`config.mk`:
```
export PLATFORM = sky130hd
export DESIGN_NAME = mouse_tx
export DESIGN_NICKNAME = d
export VERILOG_FILES = /design/src/rtl/mouse_tx.sv
export SDC_FILE = /design/constraint.sdc
export NUM_CORES = 1
export LEC_CHECK = 0
export ABC_AREA = 1
export CORE_MARGIN = 5
export CORE_UTILIZATION = 46
export DETAILED_ROUTE_END_ITERATION = 10
export PLACE_DENSITY = 0.79
export REMOVE_ABC_BUFFERS = 1
export SLEW_MARGIN = 20
export SYNTH_ARGS = -nofsm -noshare
export SYNTH_HDL_FRONTEND = slang
export SYNTH_SLANG_ARGS = --single-unit
```
`constraint.sdc`:
```
create_clock -name clk -period 4 [get_ports clk]
set_input_delay 0.8 -clock clk [delete_from_list [all_inputs] [get_ports clk]]
set_output_delay 0.8 -clock clk [all_outputs]
set_load 0.05 [all_outputs]
```
`src/rtl/mouse_tx.sv`:
```
// mouse_tx: 8N1 UART transmitter sending one mouse report as a fixed A5/buttons/dx/dy packet.
// Optional macro MOUSE_TX_CHECKSUM_EN appends a fifth byte B1^B2^B3 to every packet.
module mouse_tx #(
  parameter int CLK_FREQ = 50000000,
  parameter int BAUD     = 115200
) (
  input  logic       clk,
  input  logic       rst,
  input  logic       send,
  input  logic       btn_left,
  input  logic       btn_right,
  input  logic       btn_middle,
  input  logic [7:0] delta_x,
  input  logic [7:0] delta_y,
  output logic       tx_pin,
  output logic       busy,
  output logic       done
);

  localparam int CLKS_PER_BIT = CLK_FREQ / BAUD;
  localparam int CW           = (CLKS_PER_BIT > 1) ? $clog2(CLKS_PER_BIT) : 1;

`ifdef MOUSE_TX_CHECKSUM_EN
  localparam int NUM_BYTES = 5;
  localparam int IDX_W     = 3;
`else
  localparam int NUM_BYTES = 4;
  localparam int IDX_W     = 2;
`endif

  typedef enum logic [1:0] {
    IDLE  = 2'd0,
    START = 2'd1,
    DATA  = 2'd2,
    STOP  = 2'd3
  } state_t;

  state_t           state;
  state_t           state_next;
  logic [CW-1:0]    baud_cnt;
  logic [CW-1:0]    baud_next;
  logic [2:0]       bit_idx;
  logic [2:0]       bit_next;
  logic [2:0]       bit_inc;
  logic [IDX_W-1:0] byte_idx;
  logic [IDX_W-1:0] byte_next;
  logic             tx_next;
  logic             done_next;
  logic             bit_end;
  logic             accept;
  logic             last_byte;

  logic [2:0]       btn_q;
  logic [7:0]       dx_q;
  logic [7:0]       dy_q;
  logic [7:0]       cur_byte;

  assign bit_end   = (baud_cnt == CW'(CLKS_PER_BIT - 1));
  assign accept    = (state == IDLE) && send;
  assign bit_inc   = bit_idx + 3'd1;
  assign last_byte = (byte_idx == IDX_W'(NUM_BYTES - 1));

  // Report fields are frozen at accept so later input changes cannot corrupt a packet in flight.
  always_ff @(posedge clk or posedge rst) begin
    if (rst) begin
      btn_q <= 3'b000;
      dx_q  <= 8'h00;
      dy_q  <= 8'h00;
    end else if (accept) begin
      btn_q <= {btn_middle, btn_right, btn_left};
      dx_q  <= delta_x;
      dy_q  <= delta_y;
    end
  end

  always_comb begin
    cur_byte = 8'hA5;
    case (byte_idx)
      IDX_W'(1): cur_byte = {5'b00000, btn_q};
      IDX_W'(2): cur_byte = dx_q;
      IDX_W'(3): cur_byte = dy_q;
`ifdef MOUSE_TX_CHECKSUM_EN
      IDX_W'(4): cur_byte = {5'b00000, btn_q} ^ dx_q ^ dy_q;
`endif
      default:   cur_byte = 8'hA5;
    endcase
  end

  always_ff @(posedge clk or posedge rst) begin
    if (rst) begin
      state    <= IDLE;
      baud_cnt <= '0;
      bit_idx  <= 3'd0;
      byte_idx <= '0;
      tx_pin   <= 1'b1;
      busy     <= 1'b0;
      done     <= 1'b0;
    end else begin
      state    <= state_next;
      baud_cnt <= baud_next;
      bit_idx  <= bit_next;
      byte_idx <= byte_next;
      tx_pin   <= tx_next;
      busy     <= (state_next != IDLE);
      done     <= done_next;
    end
  end

  // tx_next is the line level for the cycle after this edge, so the pin itself is a plain flop.
  always_comb begin
    state_next = state;
    baud_next  = baud_cnt;
    bit_next   = bit_idx;
    byte_next  = byte_idx;
    tx_next    = tx_pin;
    done_next  = 1'b0;

    case (state)
      IDLE: begin
        tx_next = 1'b1;
        if (send) begin
          state_next = START;
          baud_next  = '0;
          bit_next   = 3'd0;
          byte_next  = '0;
          tx_next    = 1'b0;
        end
      end

      START: begin
        if (bit_end) begin
          state_next = DATA;
          baud_next  = '0;
          bit_next   = 3'd0;
          tx_next    = cur_byte[0];
        end else begin
          baud_next = baud_cnt + CW'(1);
        end
      end

      DATA: begin
        if (bit_end) begin
          baud_next = '0;
          if (bit_idx == 3'd7) begin
            state_next = STOP;
            tx_next    = 1'b1;
          end else begin
            bit_next = bit_inc;
            tx_next  = cur_byte[bit_inc];
          end
        end else begin
          baud_next = baud_cnt + CW'(1);
        end
      end

      STOP: begin
        if (bit_end) begin
          baud_next = '0;
          if (last_byte) begin
            state_next = IDLE;
            tx_next    = 1'b1;
            done_next  = 1'b1;
          end else begin
            state_next = START;
            byte_next  = byte_idx + IDX_W'(1);
            tx_next    = 1'b0;
          end
        end else begin
          baud_next = baud_cnt + CW'(1);
        end
      end

      default: begin
        state_next = IDLE;
        tx_next    = 1'b1;
      end
    endcase
  end

endmodule

```
**Yosys cells after proc, flatten, opt, wreduce, memory -nomap -nowiden**

Index checks and enable logic that the tools add are counted.

- Register bits: 38
- Output and inout bits: 3

- Eq/ne operators: 14
- Reduce and logical (&&, ||, !) cells: 9
- Multiplexer cells: 31
- Add/sub/neg operators: 3
- Order comparisons: 1

Operators by type and width:

| operator | count |
|---|---|
| one-hot mux 8 bit (3 select lines) | 1 |
| two-way mux 9 bit | 2 |
| one-hot mux 9 bit (2 select lines) | 1 |
| two-way mux 2 bit | 8 |
| two-way mux 3 bit | 4 |
| inequality test 2 bit (second input constant) | 6 |
| two-way mux 1 bit | 10 |
| adder 9 x 1 -> 9 bit (second input constant) | 1 |
| equality test 9 bit (second input constant) | 1 |
| one-hot mux 3 bit (3 select lines) | 1 |
| equality test 2 bit (second input constant) | 4 |
| one-hot mux 2 bit (4 select lines) | 1 |
| AND reduction 5 bit | 1 |
| equality test 2 x 1 -> 1 bit (second input constant) | 2 |
| < comparator 3 x 4 -> 1 bit (second input constant) | 1 |
| one-hot mux 1 bit (4 select lines) | 1 |
| one-hot mux 2 bit (2 select lines) | 1 |
| AND reduction 4 bit | 1 |
| nonzero test 2 bit | 2 |
| adder 3 x 1 -> 3 bit (second input constant) | 1 |
| binary-select mux 1 bit (select 3 bit) | 1 |
| equality test 3 bit (second input constant) | 1 |
| AND reduction 3 bit | 1 |
| nonzero test 3 bit | 1 |
| 4 further kinds | 4 |

**Longest topological paths before layout**

Gate-level depths: netlist of the first run.

- Word-level depth: 7
- Depth in mapped cells: 15

**Least setup slack after synthesis of the first run**

OpenSTA, ideal clock, no wires.

- Path type: flip-flop to output port
- Start point: register tx_pin
- End point: output tx_pin
- Stages on the path, launching flop included: 1
- Arrival time: 0.664 ns
- Buffers on the path: 0
- Path slack: 2.536 ns
- Path through: dfstp_2

RTL lines:

| element | line | text |
|---|---|---|
| from (decl) | 15 | `output logic tx_pin,` |
| from (signal assigned) | 103 | `tx_pin <= tx_next;` |

No word-level cell between the ends.

**Final worst setup path of the first run**

- Start point: register tx_pin
- End point: output tx_pin

No word-level cell between the ends.

==> results of run 1 <==
-- kinds of logic (layout without fill, tap and decap cells) --
family	after synthesis	after routing	share of synthesized area
buffers and inverters	32	60	0.0663
flip-flops	38	38	0.463
AND/OR/NAND/NOR	153	153	0.336
XOR/XNOR	4	4	0.0170
AO/OA/AOI/OAI	22	22	0.0687
adder cells (fa/ha/maj)	8	8	0.0487
-- flip-flops by register name (all words and copies together) (netlist names) --
name and flops:
baud_cnt 9, busy 1, bit_idx 3, btn_q 3, state 2, dx_q 8
dy_q 8, byte_idx 2, tx_pin 1, done 1
-- placed cells by master, fill, tap and decap left out --
cell,synthesis,routed
nand2_1,115,115
dfrtp_1,37,37
clkdlybuf4s50_1,0,24
inv_1,18,18
nand3_1,14,14
nor2_1,10,10
o21ai_1,8,8
ha_1,8,8
inv_2,5,5
a21oi_1,5,5
clkbuf_8,0,5
nand4_1,4,4
clkinv_2,1,3
o22ai_1,3,3
xor2_1,3,3
o21ai_2,3,3
nor2_4,2,2
o21ai_0,2,2
nand2_2,2,2
nor2_8,2,2
buf_4,0,2
inv_4,1,1
nor2_2,1,1
nand4_4,1,1
clkinv_4,1,1
nand3_4,1,1
xnor2_1,1,1
nand3b_1,1,1
o31ai_4,1,1
bufinv_16,0,1
dfstp_2,1,1
-- worst min-delay path: cells and delay by family (launching register included) --
kind          cells  cell delay [ns]
flops             1             0.35
simple gates      2             0.11
-- layer usage --
metal / vias to the layer above / track usage
met5: - / 0
met1: 757 / 0.197
met4: 0 / 0.0612
li1: 857 / -
met2: 38 / 0.227
met3: 10 / 0.0351
-- metrics by stage --
step                       util  total power (W)  hold WS (ns)  cell area [sq um]  cells
final                     0.564         0.000761         0.478               2460    337
after global routing      0.564         0.000795         0.494               2460    337
after CTS                 0.564         0.000766         0.481               2460    337
after detailed placement  0.539         0.000449         0.463               2350    329
after global placement    0.539         0.000448         0.455               2350    329
after floorplan               -         0.000421         0.442               2030    251
-- power by group through the flow --
stage / logic [W] / clock network [W] / registers [W]
6_report: 0.0000421 / 0.000320 / 0.000399
5_1_grt: 0.0000479 / 0.000347 / 0.000400
4_1_cts: 0.0000431 / 0.000324 / 0.000399
3_5_place_dp: 0.0000431 / 0 / 0.000406
3_3_place_gp: 0.0000419 / 0 / 0.000406
2_1_floorplan: 0.0000163 / 0 / 0.000405
-- area by class of cell --
| type | count | area (sq um) |
|---|---|---|
| inverters | 26 | 106 |
| multi-input cells | 187 | 968 |
| fillers | 408 | 1900 |
| well taps | 52 | 65.1 |
| repair buffers | 26 | 255 |
| flip-flops and latches | 38 | 952 |
| clock buffers | 5 | 68.8 |
| clock inverters | 3 | 40.0 |
-- worst paths after layout --
kind                                      from  depth (start not counted)                 endpoint  slack, ns
max in group asynchronous                  rst                          3      dy_q[2]$_DFFE_PP0P_       2.28
min                        dy_q[4]$_DFFE_PP0P_                          2      dy_q[4]$_DFFE_PP0P_       0.48
max                         tx_pin$_DFFE_PP1P_                          1                   tx_pin       1.57
min in group asynchronous                  rst                          2  byte_idx[0]$_DFFE_PP0P_       0.98
min reg2reg                dy_q[4]$_DFFE_PP0P_                          2      dy_q[4]$_DFFE_PP0P_       0.48
max reg2reg                 state[1]$_DFF_PP0_                          9  byte_idx[0]$_DFFE_PP0P_       2.15
-- cells in the mapped netlist (all sizes together) --
cell / number / share of area
nand3: 15 / 0.043
o22ai: 3 / 0.0091
clkinv: 2 / 0.0067
dfrtp: 37 / 0.45
a21oi: 5 / 0.012
xor2: 3 / 0.013
xnor2: 1 / 0.0043
buf: 6 / 0.015
ha: 8 / 0.049
nand3b: 1 / 0.0037
nor2: 15 / 0.052
o31ai: 1 / 0.010
nand2: 117 / 0.22
dfstp: 1 / 0.013
nand4: 5 / 0.023
o21ai: 13 / 0.037
inv: 24 / 0.045
==> flow_metrics.py, run 1 <==
metrics = {
    "sta": {
        "min_period_ns": 2.43,
        "fin_setup_tns_ns": 0,
        "clock.fmax_mhz": 411,
        "hold_viol": 0,
        "finalSetupViolCount": 0,
        "layout_setup_ws_ns": 1.57,
        "grt_setup_unrepaired": "false",
        "fin_crit_sh": 0.608,
        "drv_slew": 0,
        "slew_headroom": 0.424,
        "tightest_slew_ns": 0.863,
        "fin_skew_ns": 0.0104,
    },
    "pwr": {
        "swShare": 0.210,
        "clkPwrFrac": 0.420,
        "combinationalPowerShare": 0.055,
        "p_int_w": 0.000601,
        "p_seq_frac": 0.524,
        "power.density_nw_per_um2": 310,
        "vdd_drop_max_mv": 0.173,
        "p_leak_nw": 1.20,
        "power_switching_w": 0.000160,
    },
    "global_route": {
        "antenna_found_initial": 0,
        "track_usage": 0.147,
        "grt_start_max_net_pins": 24,
        "grt_pass1_vias": 1622,
        "grt_pass1_wl_mm": 7.12,
        "grt.overflow.total": 0,
    },
    "worst_setup_path": {
        "crit_chain": "clkdlybuf4s50_1",
        "slowest_delay_ns": 0.79,
        "crit_slowest_cell": "clkdlybuf4s50_1",
        "cp_top_family": "buffers and inverters",
        "start_kind": "flip-flop",
        "critPathMaxFanout": 2,
        "cp_data_required_time_ns": 3.20,
        "cp.arrival_ns": 1.63,
        "crit_buf_inv": 1,
        "endpoint_kind": "output pin",
        "crit_type": "reg2out",
    },
    "cts": {
        "post_cts_buffers": 0,
        "cts-root-buf": "clkbuf_8",
        "cts_buffers": 5,
        "cts_max_path_buffers": 2,
        "ctsResizeCount": 0,
        "clock_sinks": 38,
        "cts_tree": "done",
        "htreeDepth": 2,
        "clk_latency_ns": 0.29,
        "hold_buffers": 0,
        "clk_pin_slew_ns": 0.08,
    },
    "status": {
        "status": "finished clean",
    },
    "yosys": {
        "yosysWarnings": 0,
        "syn_avg_cell_area_sq_um": 8.00,
        "synth_area_sq_um": 2060,
        "ys_ff_latch": 38,
        "ys_seq_area_frac": 0.463,
        "syn-instance-count": 257,
        "ys_types": 28,
    },
    "place": {
        "dp_hpwl_mm": 2.97,
        "place_ws_ns": 1.44,
        "port_buffers": 24,
        "finalWeightedCongestion": 0.837,
    },
    "floorplan": {
        "die_area_sq_um": 5910,
        "die_h_um": 76.9,
        "top_level_ports": 25,
        "die-width_um": 76.9,
        "core_region_area_sq_um": 4350,
        "start_util": 0.472,
        "num_rows": 24,
    },
    "hold_path": {
        "min_path_type": "reg2reg",
    },
    "drt": {
        "dr_wl_met2_mm": 1.84,
        "vias": 1662,
        "wire_per_inst_um": 11.7,
        "wirelength_met1_mm": 1.84,
        "ant_nets": 0,
        "vias_per_cell": 4.93,
        "drc": 0,
        "drt_iter0_markers": 123,
        "highest_layer": "met4",
        "wl_mm": 3.96,
        "wl_met3_um": 199,
        "dr.pass1.iters": 4,
    },
    "cells_and_area": {
        "diodes": 0,
        "final_nets": 314,
        "drive_above_1_share": 0.112,
        "synthToLayoutAreaGrowth_pct": 19.4,
    },
    "job": {
        "drv_cap": 0,
    },
}
(Power assumes the default switching activity.)
==> run 2: changes to the inputs <==
--- a/config.mk
+++ b/config.mk
@@ -9,7 +9,7 @@
 export CORE_MARGIN = 5
 export CORE_UTILIZATION = 46
 export DETAILED_ROUTE_END_ITERATION = 10
-export PLACE_DENSITY = 0.79
+export PLACE_DENSITY = 0.82
 export REMOVE_ABC_BUFFERS = 1
 export SLEW_MARGIN = 20
 export SYNTH_ARGS = -nofsm -noshare
==> constraint.sdc (replaced) <==
create_clock -name clk -period 2.1 [get_ports clk]
set_input_delay 0.42 -clock clk [delete_from_list [all_inputs] [get_ports clk]]
set_output_delay 0.42 -clock clk [all_outputs]
set_load 0.05 [all_outputs]
==> run 2 against run 1 <==
Flip-flop and latch count is the same. Critical path depth is the same. Clock skew shrank 0.0070 ns. Register-to-register slack lost 1.8 ns. Power grew 78%. Count of clock-buffer cells in the layout grew 2. Clock power grew 61%.
==> flow_metrics.py, run 2 (synthesis results as in run 1) <==
metrics = {
    "floorplan": {
        "num_rows": 24,
        "die_area_sq_um": 5910,
        "start_util": 0.472,
        "die_h_um": 76.9,
        "die-width_um": 76.9,
        "core_region_area_sq_um": 4350,
        "top_level_ports": 25,
    },
    "cells_and_area": {
        "largest_reg_flops": 9,
        "synthToLayoutAreaGrowth_pct": 18.4,
        "top_register": "baud_cnt",
        "fin_cells": 337,
        "top_regs": "baud_cnt: 9 flops, dx_q: 8 flops, dy_q: 8 flops",
        "final_nets": 314,
        "drive_above_1_share": 0.112,
        "mostFrequentLayoutCells": "115 x nand2_1, 37 x dfrtp_1, 23 x clkdlybuf4s50_1",
        "nFillCells": 386,
        "mostFrequentLayoutCell": "nand2_1",
        "seq_area_sq_um": 952,
        "diodes": 0,
        "final_util": 0.559,
        "multi_input_area_sq_um": 968,
    },
    "worst_setup_path": {
        "crit_buf_inv": 1,
        "crit_path_end": "done",
        "crit_type": "reg2out",
        "timing.reg2reg.setup_slack_ns": 0.40,
        "crit_slowest_cell": "clkdlybuf4s50_1",
        "timing.rr.end": "tx_pin$_DFFE_PP1P_",
        "cp.arrival_ns": 1.42,
        "crit_chain": "clkdlybuf4s50_1",
        "endpoint_kind": "output pin",
        "r2r_start": "byte_idx[0]$_DFFE_PP0P_",
        "critical_path_depth": 1,
        "worstSetupStartpoint": "done$_DFF_PP0_",
        "ff2ff_path_depth": 14,
        "cp_top_family": "buffers and inverters",
        "cp_data_required_time_ns": 1.68,
        "critPathMaxFanout": 1,
        "slowest_delay_ns": 0.79,
        "start_kind": "flip-flop",
    },
    "global_route": {
        "grt_pass1_vias": 1542,
        "track_usage": 0.143,
        "grt_start_max_net_pins": 39,
        "grt.overflow.total": 0,
        "grt_pass1_wl_mm": 6.86,
        "antenna_found_initial": 0,
    },
    "drt": {
        "vias": 1647,
        "vias_per_cell": 4.89,
        "wire_per_inst_um": 11.6,
        "drc": 0,
        "drt_iter0_markers": 118,
        "dr.pass1.iters": 4,
        "wl_mm": 3.90,
        "ant_nets": 0,
    },
    "hold_path": {
        "min_path_type": "reg2reg",
        "holdPathStages": 2,
    },
    "sta": {
        "slew_headroom": 0.672,
        "fin_skew_ns": 0.00347,
        "clock.fmax_mhz": 543,
        "min_period_ns": 1.84,
        "finalSetupViolCount": 0,
        "hold_viol": 0,
        "fin_setup_tns_ns": 0,
        "tightest_slew_ns": 0.490,
        "grt_setup_unrepaired": "false",
        "drv_slew": 0,
        "fin_crit_sh": 0.876,
    },
    "place": {
        "dp_hpwl_mm": 2.87,
        "port_buffers": 24,
        "dp_cells": 329,
        "finalWeightedCongestion": 0.824,
    },
    "cts": {
        "clk_latency_ns": 0.29,
        "htreeDepth": 2,
        "cts_tree": "done",
        "ctsResizeCount": 0,
        "hold_buffers": 0,
        "cts-root-buf": "clkbuf_8",
        "clk_pin_slew_ns": 0.07,
        "cts_buffers": 5,
        "post_cts_buffers": 0,
        "clock_sinks": 38,
        "cts_max_path_buffers": 2,
    },
    "pwr": {
        "power.density_nw_per_um2": 556,
        "vdd_drop_max_mv": 0.412,
        "p_leak_nw": 1.19,
    },
    "job": {
        "drv_cap": 0,
    },
    "status": {
        "status": "finished clean",
    },
}
-- run 2: routing by layer --
| metal | track usage | up-vias | share of wire |
|---|---|---|---|
| met1 | 0.187 | 737 | 0.45 |
| met4 | 0.0787 | 0 | 0.022 |
| li1 | - | 862 | - |
| met3 | 0.0258 | 10 | 0.048 |
| met5 | 0 | - | 0 |
| met2 | 0.222 | 38 | 0.48 |
-- run 2: stage by stage --
| step | instance area, sq um | power (W) | setup WS [ns] | hold slack [ns] |
|---|---|---|---|---|
| detailed placement | 2340 | 0.000854 | 0.204 | 0.459 |
| global placement | 2340 | 0.000853 | 0.236 | 0.454 |
| floorplan | 2030 | 0.000802 | 0.252 | 0.442 |
| global route | 2440 | 0.00140 | 0.169 | 0.486 |
| CTS | 2440 | 0.00137 | 0.243 | 0.475 |
| finish | 2440 | 0.00135 | 0.260 | 0.472 |
-- run 2: report_power, final --
part           total (W)  internal [W]  switching (W)  leakage, nW
clock network   0.000515      0.000265       0.000250       0.0482
logic          0.0000789     0.0000454      0.0000335        0.667
registers       0.000760      0.000750      0.0000101        0.476
total            0.00135       0.00106       0.000294         1.19
-- run 2: how the worst min path moves through the flow --
stage	end	startpoint	slack, ns
after floorplan	btn_q[0]$_DFFE_PP0P_	btn_q[0]$_DFFE_PP0P_	0.44
after global placement	btn_q[1]$_DFFE_PP0P_	btn_q[1]$_DFFE_PP0P_	0.45
after detailed placement	dx_q[3]$_DFFE_PP0P_	dx_q[3]$_DFFE_PP0P_	0.46
after CTS	tx_pin$_DFFE_PP1P_	tx_pin$_DFFE_PP1P_	0.48
after global routing	tx_pin$_DFFE_PP1P_	tx_pin$_DFFE_PP1P_	0.49
final	dy_q[4]$_DFFE_PP0P_	dy_q[4]$_DFFE_PP0P_	0.47
-- run 2: final cells by class --
type	count	area share
multi-input cells	187	0.398
clock inverters	1	0.00205
clock buffers	7	0.0354
repair buffers	26	0.104
flip-flops and latches	38	0.391
well taps	52	0.0267
inverters	26	0.0437
